--- config.mk ---
export PLATFORM = sky130hd
export DESIGN_NAME = bus_arbiter
export DESIGN_NICKNAME = d
export VERILOG_FILES = /design/src/rtl/bus_arbiter_pkg.sv /design/src/rtl/bus_timer.sv /design/src/rtl/bus_arbiter.sv
export SDC_FILE = /design/constraint.sdc
export NUM_CORES = 1
export LEC_CHECK = 0
export ABC_AREA = 1
export BUFFER_PORTS_ARGS = -buffer_cell sky130_fd_sc_hd__buf_4
export CORE_AREA = 3 3 105 107
export CTS_BUF_LIST = sky130_fd_sc_hd__clkbuf_4 sky130_fd_sc_hd__clkbuf_8
export DETAILED_ROUTE_END_ITERATION = 8
export DIE_AREA = 0 0 108 110
export PLACE_DENSITY_LB_ADDON = 0.1
export SKIP_LAST_GASP = 1
export SLEW_MARGIN = 30
export SYNTH_ARGS = -nofsm -noshare
export SYNTH_HDL_FRONTEND = slang
export SYNTH_SLANG_ARGS = --single-unit
--- constraint.sdc ---
create_clock -name clock -period 1.3 [get_ports clock]
set_input_delay 0.13 -clock clock [delete_from_list [all_inputs] [get_ports clock]]
set_output_delay 0.13 -clock clock [all_outputs]
set_load 0.005 [all_outputs]
--- src/rtl/bus_arbiter_pkg.sv ---
// Shared definitions for the two-master memory arbiter: bus widths, parameter
// defaults, FSM encoding and the muxed memory command.
package bus_arbiter_pkg;

  localparam int ADDR_W           = 32;
  localparam int DATA_W           = 32;
  localparam int SEL_W            = 4;
  localparam int STARVE_LIMIT_DEF = 4;
  localparam int TIMEOUT_DEF      = 255;

  typedef enum logic [1:0] {
    IDLE  = 2'd0,
    FETCH = 2'd1,
    DATA  = 2'd2
  } state_t;

  typedef struct packed {
    logic              req;
    logic              we;
    logic [SEL_W-1:0]  sel;
    logic [ADDR_W-1:0] addr;
    logic [DATA_W-1:0] wdata;
  } mem_cmd_t;

  // Counter width able to hold 0..max, never narrower than one bit.
  function automatic int cnt_w(input int max);
    return (max < 1) ? 1 : $clog2(max + 1);
  endfunction

endpackage

--- src/rtl/bus_timer.sv ---
// Wait-cycle counter for an outstanding memory access; expired is raised while
// the count sits at TIMEOUT.
module bus_timer
  import bus_arbiter_pkg::*;
#(
  parameter int TIMEOUT = TIMEOUT_DEF
) (
  input  logic clock,
  input  logic reset,
  input  logic clear,
  input  logic count,
  output logic expired
);

  localparam int CW = cnt_w(TIMEOUT);

  logic [CW-1:0] wait_cnt;

  always_ff @(posedge clock) begin
    if (!reset || clear)
      wait_cnt <= '0;
    else if (count && !expired)
      wait_cnt <= wait_cnt + 1'b1;
  end

  assign expired = (wait_cnt == CW'(TIMEOUT));

endmodule

--- src/rtl/bus_arbiter.sv ---
// Arbitrates instruction-fetch and data requesters onto one memory port, with
// data priority bounded by a starvation limit and a per-access timeout.
module bus_arbiter
  import bus_arbiter_pkg::*;
#(
  parameter int STARVE_LIMIT = STARVE_LIMIT_DEF,
  parameter int TIMEOUT      = TIMEOUT_DEF
) (
  input  logic              clock,
  input  logic              reset,
  input  logic              if_req,
  input  logic [ADDR_W-1:0] if_addr,
  output logic [DATA_W-1:0] if_rdata,
  output logic              if_ack,
  input  logic              dm_req,
  input  logic              dm_we,
  input  logic [SEL_W-1:0]  dm_sel,
  input  logic [ADDR_W-1:0] dm_addr,
  input  logic [DATA_W-1:0] dm_wdata,
  output logic [DATA_W-1:0] dm_rdata,
  output logic              dm_ack,
  output logic              mem_req,
  output logic              mem_we,
  output logic [SEL_W-1:0]  mem_sel,
  output logic [ADDR_W-1:0] mem_addr,
  output logic [DATA_W-1:0] mem_wdata,
  input  logic [DATA_W-1:0] mem_rdata,
  input  logic              mem_ack,
  output logic              stall,
  output logic              bus_error
);

  localparam int SW = cnt_w(STARVE_LIMIT);

  state_t        state, state_nx;
  logic [SW-1:0] starve_cnt, starve_nx;
  logic          busy, expired, done;
  mem_cmd_t      cmd;

  assign busy = (state != IDLE);

  // Cleared throughout IDLE so every FETCH/DATA entry starts from zero.
  bus_timer #(.TIMEOUT(TIMEOUT)) u_timer (
    .clock   (clock),
    .reset   (reset),
    .clear   (!busy),
    .count   (busy && !mem_ack),
    .expired (expired)
  );

  always_ff @(posedge clock) begin
    if (!reset) begin
      state      <= IDLE;
      starve_cnt <= '0;
    end else begin
      state      <= state_nx;
      starve_cnt <= starve_nx;
    end
  end

  // Reset aborts the access in flight, so no completion is reported under it.
  assign done      = busy && reset && (mem_ack || expired);
  assign bus_error = done && !mem_ack;

  always_comb begin
    state_nx  = state;
    starve_nx = starve_cnt;
    cmd       = '0;
    if_ack    = 1'b0;
    dm_ack    = 1'b0;
    if_rdata  = '0;
    dm_rdata  = '0;
    unique case (state)
      IDLE: begin
        if (dm_req && (!if_req || starve_cnt < SW'(STARVE_LIMIT)))
          state_nx = DATA;
        else if (if_req)
          state_nx = FETCH;
      end
      FETCH: begin
        cmd.req  = 1'b1;
        cmd.sel  = '1;
        cmd.addr = if_addr;
        if (done) begin
          if_ack    = 1'b1;
          if_rdata  = mem_ack ? mem_rdata : '0;
          state_nx  = IDLE;
          starve_nx = '0;
        end
      end
      DATA: begin
        cmd.req   = 1'b1;
        cmd.we    = dm_we;
        cmd.sel   = dm_sel;
        cmd.addr  = dm_addr;
        cmd.wdata = dm_wdata;
        if (done) begin
          dm_ack   = 1'b1;
          dm_rdata = mem_ack ? mem_rdata : '0;
          state_nx = IDLE;
          if (!if_req)
            starve_nx = '0;
          else if (starve_cnt != SW'(STARVE_LIMIT))
            starve_nx = starve_cnt + 1'b1;
        end
      end
      default: state_nx = IDLE;
    endcase
  end

  assign mem_req   = cmd.req;
  assign mem_we    = cmd.we;
  assign mem_sel   = cmd.sel;
  assign mem_addr  = cmd.addr;
  assign mem_wdata = cmd.wdata;

  assign stall = (if_req && !if_ack) || (dm_req && !dm_ack);

endmodule
== Word level (Yosys, flattened, before mapping) ==
Cells that the tools add are included.
Word-level totals
  word-level logic and storage cells: 60
  input bits: 138
  register bits: 13
Cells by class
  $add $sub $neg: 2
  muxes and demuxes: 20
  equality and inequality tests: 9
  order comparisons: 1
  reductions and logical operators: 25
Operators with widths (count)
  2-to-1 mux 32 bit: 5
  one-hot mux 36 bit (2 select lines): 1
  2-to-1 mux 3 bit: 4
  inequality test 3 bit (second input constant): 3
  adder 8 x 1 -> 8 bit (second input constant): 1
  == test 8 bit (second input constant): 1
  logical AND 1 bit: 8
  logical NOT 1 bit: 7
  2-to-1 mux 2 bit: 3
  one-hot mux 3 bit (2 select lines): 1
  2-to-1 mux 1 bit: 5
  logical OR 1 bit: 4
  inequality test 2 bit (second input constant): 2
  one-hot mux 2 bit (2 select lines): 1
  AND reduction 4 bit: 1
  nonzero test 2 bit: 2
  adder 3 x 1 -> 3 bit (second input constant): 1
  < comparator 3 bit (second input constant): 1
  == test 2 x 1 -> 1 bit (second input constant): 1
  == test 2 bit (second input constant): 1
  logical NOT 2 bit: 1
  inequality test 2 x 1 -> 1 bit (second input constant): 1
  AND reduction 2 bit: 1
  OR reduction 2 bit: 1

== Longest topological paths before layout ==
  word-level depth: 8
  depth in mapped cells: 10
  gate-level depth less buffers: 10

== Cells and area by module ==
A second synthesis with hierarchy kept.
Unflattened totals
  cells, all modules: 441
  area, all modules: 2551.2 sq um
Modules (own cells, without submodules)
  bus_arbiter: area each 2042.0 sq um, sequential area each 100.1 sq um, times used 1, cells each 367
  bus_timer: area each 509.2 sq um, sequential area each 160.2 sq um, times used 1, cells each 74

== Least setup slack after synthesis ==
OpenSTA, ideal clock, no wires.
  kind: flip-flop to output port
  start point: register state[0]
  end point: output port dm_rdata[10]
  data arrival time: 1.241 ns
  cell stages (with the launch flop): 7
  slack: -0.071 ns
  data required time: 1.170 ns
  cells stage by stage: dfxtp_1 inv_1 ha_1 nor2_2 nand2_2 buf_1 nor3_1
Between the ends
  longest elaborated chain between the ends: 5
RTL lines
  start: declaration: RTL line bus_arbiter.sv:35  | state_t state, state_nx;
  start signal: assignment: RTL line bus_arbiter.sv:56  | state <= state_nx;
  nonzero test 2 bit: RTL line bus_arbiter.sv:40  | assign busy = (state != IDLE);
  logical AND 1 bit (2 in a row): RTL line bus_arbiter.sv:62  | assign done = busy && reset && (mem_ack || expired);
  2-to-1 mux 32 bit: RTL line bus_arbiter.sv:97  | if (done) begin
  2-to-1 mux 32 bit (*): RTL line bus_arbiter.sv:73  | unique case (state)
  end: declaration: RTL line bus_arbiter.sv:20  | output logic [DATA_W-1:0] dm_rdata,
Mark *: on every way between the ends. The rest lies on a longest branch, timed or not.

== Worst setup path in the final report ==
  start point: register state[1]
  end point: output port if_rdata[24]
Between the ends
  longest elaborated chain between the ends: 5
RTL lines
  nonzero test 2 bit: RTL line bus_arbiter.sv:40
  logical AND 1 bit (2 in a row): RTL line bus_arbiter.sv:62
  2-to-1 mux 32 bit: RTL line bus_arbiter.sv:84  | if (done) begin
  2-to-1 mux 32 bit (*): RTL line bus_arbiter.sv:73
  end: declaration: RTL line bus_arbiter.sv:13  | output logic [DATA_W-1:0] if_rdata,
Marked as above.

==> run_results.csv <==
group,metric,value,unit
run_status,outcome,"finished with violations",
run_status,violations,"setup timing",
finish,final_cells,884,
timing,fmax,0.569,GHz
finish,fin_area,6500,sq um
global_route,overflow,0,
global_route,use_met1,22.6,%
clocking,clock_latency,0.25,ns
timing,hold_viol_final,0,
logic_synthesis,syn-mean-instance-area,5.00,sq um
logic_synthesis,syn_inst,415,
logic_synthesis,synth_top_area_share,21.7,%
detailed_routing,drtIter0Drc,223,
detailed_routing,via_per_inst,4.49,
logic_synthesis,ys.flop_type,"dfxtp_1",
power,vdd_drop_max,0.000368,V
detailed_routing,wl_per_cell,17.5,um
timing,tightest_slew,0.215,ns
detailed_routing,vias,3968,
setup_path,cp_max_fo,6,
die,die-area,11900,sq um
timing,fin_crit_sh,135,%
min_path,worstHoldPathCells,3,
clocking,tritoncts,"done",
logic_synthesis,ys_top_cells_by_area,"nand2_1, inv_1, nor3_1, dfxtp_1, a21oi_1",
setup_path,arrival,1.63,ns
timing,fin_crit,1.76,ns
timing,rsz0062_at_grt,"true",
timing,fin_tns_setup,-50.35,ns
logic_synthesis,ys_types,23,
clocking,cts.htree.levels,1,
logic_synthesis,synth.area.mux_share,0,%
placement,placed_cells,842,
setup_path,reg2reg_depth,9,
detailed_routing,drc_errors,0,
setup_path,critPathLaunchType,"flip-flop",
timing,slew_headroom,85.6,%
min_path,worstHoldStart,"reset",
logic_synthesis,synth_top_cell_by_area,"nand2_1",
setup_path,crit_type,"reg -> out",
setup_path,critPathSlowestCell,"dfxtp_2",
placement,dp_hpwl,10000,um
logic_synthesis,ys_warn_count,0,
global_route,grt-busiest-layer,"met2",
finish,diodes,0,
flow_run,maxCapViolCount,0,
detailed_routing,first_pass_iters,4,
logic_synthesis,synthXorXnorAreaFrac,0.844,%
global_route,grt_pass1_vias,3514,
placement,io_buffers,275,
setup_path,max_stage_delay,0.35,ns
clocking,clock_sinks,13,
logic_synthesis,ys_ff_latch,13,
global_route,grt_max_degree,33,
logic_synthesis,syn_nets,559,
die,die_w,108,um
finish,drive_above_1_share,72.2,%
timing,setup_viol,149,
global_route,grt_pass1_wl,18600,um
global_route,grt.met2_usage,38.5,%
setup_path,ff2ff_setup_slack,-0.25,ns
placement,postPlaceCellArea,4830,sq um
logic_synthesis,ys_top_cells_by_count,"nand2_1, inv_1, nor3_1, a21oi_1, nor2_1",
setup_path,end_kind,"primary output",
logic_synthesis,synth_compound_area_share,12.3,%
die,core_area,10200,sq um
logic_synthesis,syn-cell-area,2070,sq um
setup_path,worstPathRequired,1.17,ns
global_route,antenna_found_initial,0,
power,powerDensity,528,nW/um^2
die,num_io_pins,276,
finish,fin_nets,893,
clocking,cts-root-buf,"clkbuf_8",
die,std_cell_rows,37,
finish,fin_util,63.5,%
setup_path,r2r_end,"starve_cnt[1]$_SDFFE_PN0P_",
power,p_leak,0.00348,uW
timing,worst_clock_skew,0.000969,ns
logic_synthesis,synth-edff-count,0,
logic_synthesis,yosys.area_share.simple,48.6,%
logic_synthesis,yosysSeqAreaShare,12.5,%
detailed_routing,routed_wl,15400,um
logic_synthesis,synth_top_family_by_area,"simple AND/OR/NAND/NOR gates",
clocking,cts_buffer_depth,2,
min_path,hp-class,"in -> reg",
global_route,globalRouteTotalUtil,19.8,%
die,die_height,110,um
placement,gp_congestion,0.804,
clocking,numCtsBuffers,3,
min_path,hold_end,"starve_cnt[0]$_SDFFE_PN0P_",
finish,syn_to_final_growth,213,%
detailed_routing,ant_nets,0,
global_route,grtUsageMet3,3.09,%
setup_path,crit-reg2reg-launch,"state[0]$_SDFFE_PN0P_",
setup_path,path_cells,"inv_4 -> ha_4 -> nor2_4 -> nand2_4 -> buf_12 -> clkbuf_16 -> nor3_2 -> buf_4",
timing,finalWorstSetupSlack,-0.458,ns
die,start_util,20.3,%
logic_synthesis,synthAdderAreaFrac,3.62,%
logic_synthesis,yosysMostFrequentCell,"nand2_1",
timing,slew_viol_final,0,
logic_synthesis,async_reset_ff_share,0,%
clocking,path_clk_slew,0.06,ns
==> placed cells by master, fill, tap and decap left out, drive strengths merged <==
cell	synthesis	layout
nor2	23	23
o22ai	1	1
nand4	4	4
nand2	126	126
ha	6	6
inv	91	91
nand3	5	5
buf	26	349
nor3b	1	1
clkinv	0	1
o21ai	6	6
clkbuf	1	10
dfxtp	13	13
a21oi	43	43
xor2	2	2
nor3	67	67
==> final cells by class <==
cell class	count	area (sq um)
Inverter	91	352
Tap cell	136	170
Clock buffer	3	41.3
Multi-Input combinational cell	284	2310
Clock inverter	1	5.00
Fill cell	838	3730
Sequential cell	13	265
Timing Repair Buffer	356	3350
==> power breakdown <==
part           internal (uW)  switching [uW]  total (uW)
clock network            213             167         380
logic                   1340            1290        2630
registers                413            8.79         422
total                   1970            1460        3430
==> logic make-up (layout without fill, tap and decap cells) <==
family / Yosys count / in the layout
buf+inv: 118 / 451
compound gates: 50 / 50
fa+ha+maj: 6 / 6
simple gates: 226 / 226
flops: 13 / 13
xor+xnor: 2 / 2
==> worst max-delay path by stage <==
stage / startpoint / endpoint / cells past startpoint
floorplan: state[0]$_SDFFE_PN0P_ / if_rdata[12] / 6
global placement: state[0]$_SDFFE_PN0P_ / u_timer.wait_cnt[4]$_SDFFE_PP0P_ / 9
detailed placement: state[0]$_SDFFE_PN0P_ / if_rdata[17] / 7
CTS: state[1]$_SDFFE_PN0P_ / dm_rdata[6] / 8
global route: state[1]$_SDFFE_PN0P_ / if_rdata[23] / 8
finish: state[1]$_SDFFE_PN0P_ / if_rdata[24] / 8
==> critical path, delay by kind of cell (launching register included) <==
family | cells | cell delay [ns]
simple gates | 3 | 0.33
fa+ha+maj | 1 | 0.16
flops | 1 | 0.35
buf+inv | 4 | 0.52
==> metrics by stage <==
stage | total power [uW] | setup slack, ns | hold slack [ns]
final | 3430 | -0.458 | 0.138
after global routing | 3600 | -0.502 | 0.151
after CTS | 2860 | -0.409 | 0.130
after detailed placement | 2050 | -0.209 | 0.408
after global placement | 2030 | -0.179 | 0.398
after floorplan | 1100 | -0.0555 | 0.256
==> sequential cells by signal, indices dropped and copies added (netlist names) <==
register	flops
state	2
starve_cnt	3
u_timer.wait_cnt	8
==> per-layer routing <==
metal | routed length [um] | vias up | part of all wire, %
met5 | 0 | - | 0
met4 | 466 | 0 | 3.0
met3 | 841 | 33 | 5.4
met2 | 8560 | 122 | 55
met1 | 5570 | 1866 | 36
li1 | - | 1947 | -
==> what timing repair did <==
action / 4_1_cts / 5_1_grt
buffers inserted: 14 / 13
hold buffers: 0 / 0
cloned: 8 / 8
endpoints found under the setup margin: 150 / 151
resized for setup: 82 / 208
pin swaps: 17 / 20
(Power assumes the default switching activity.)
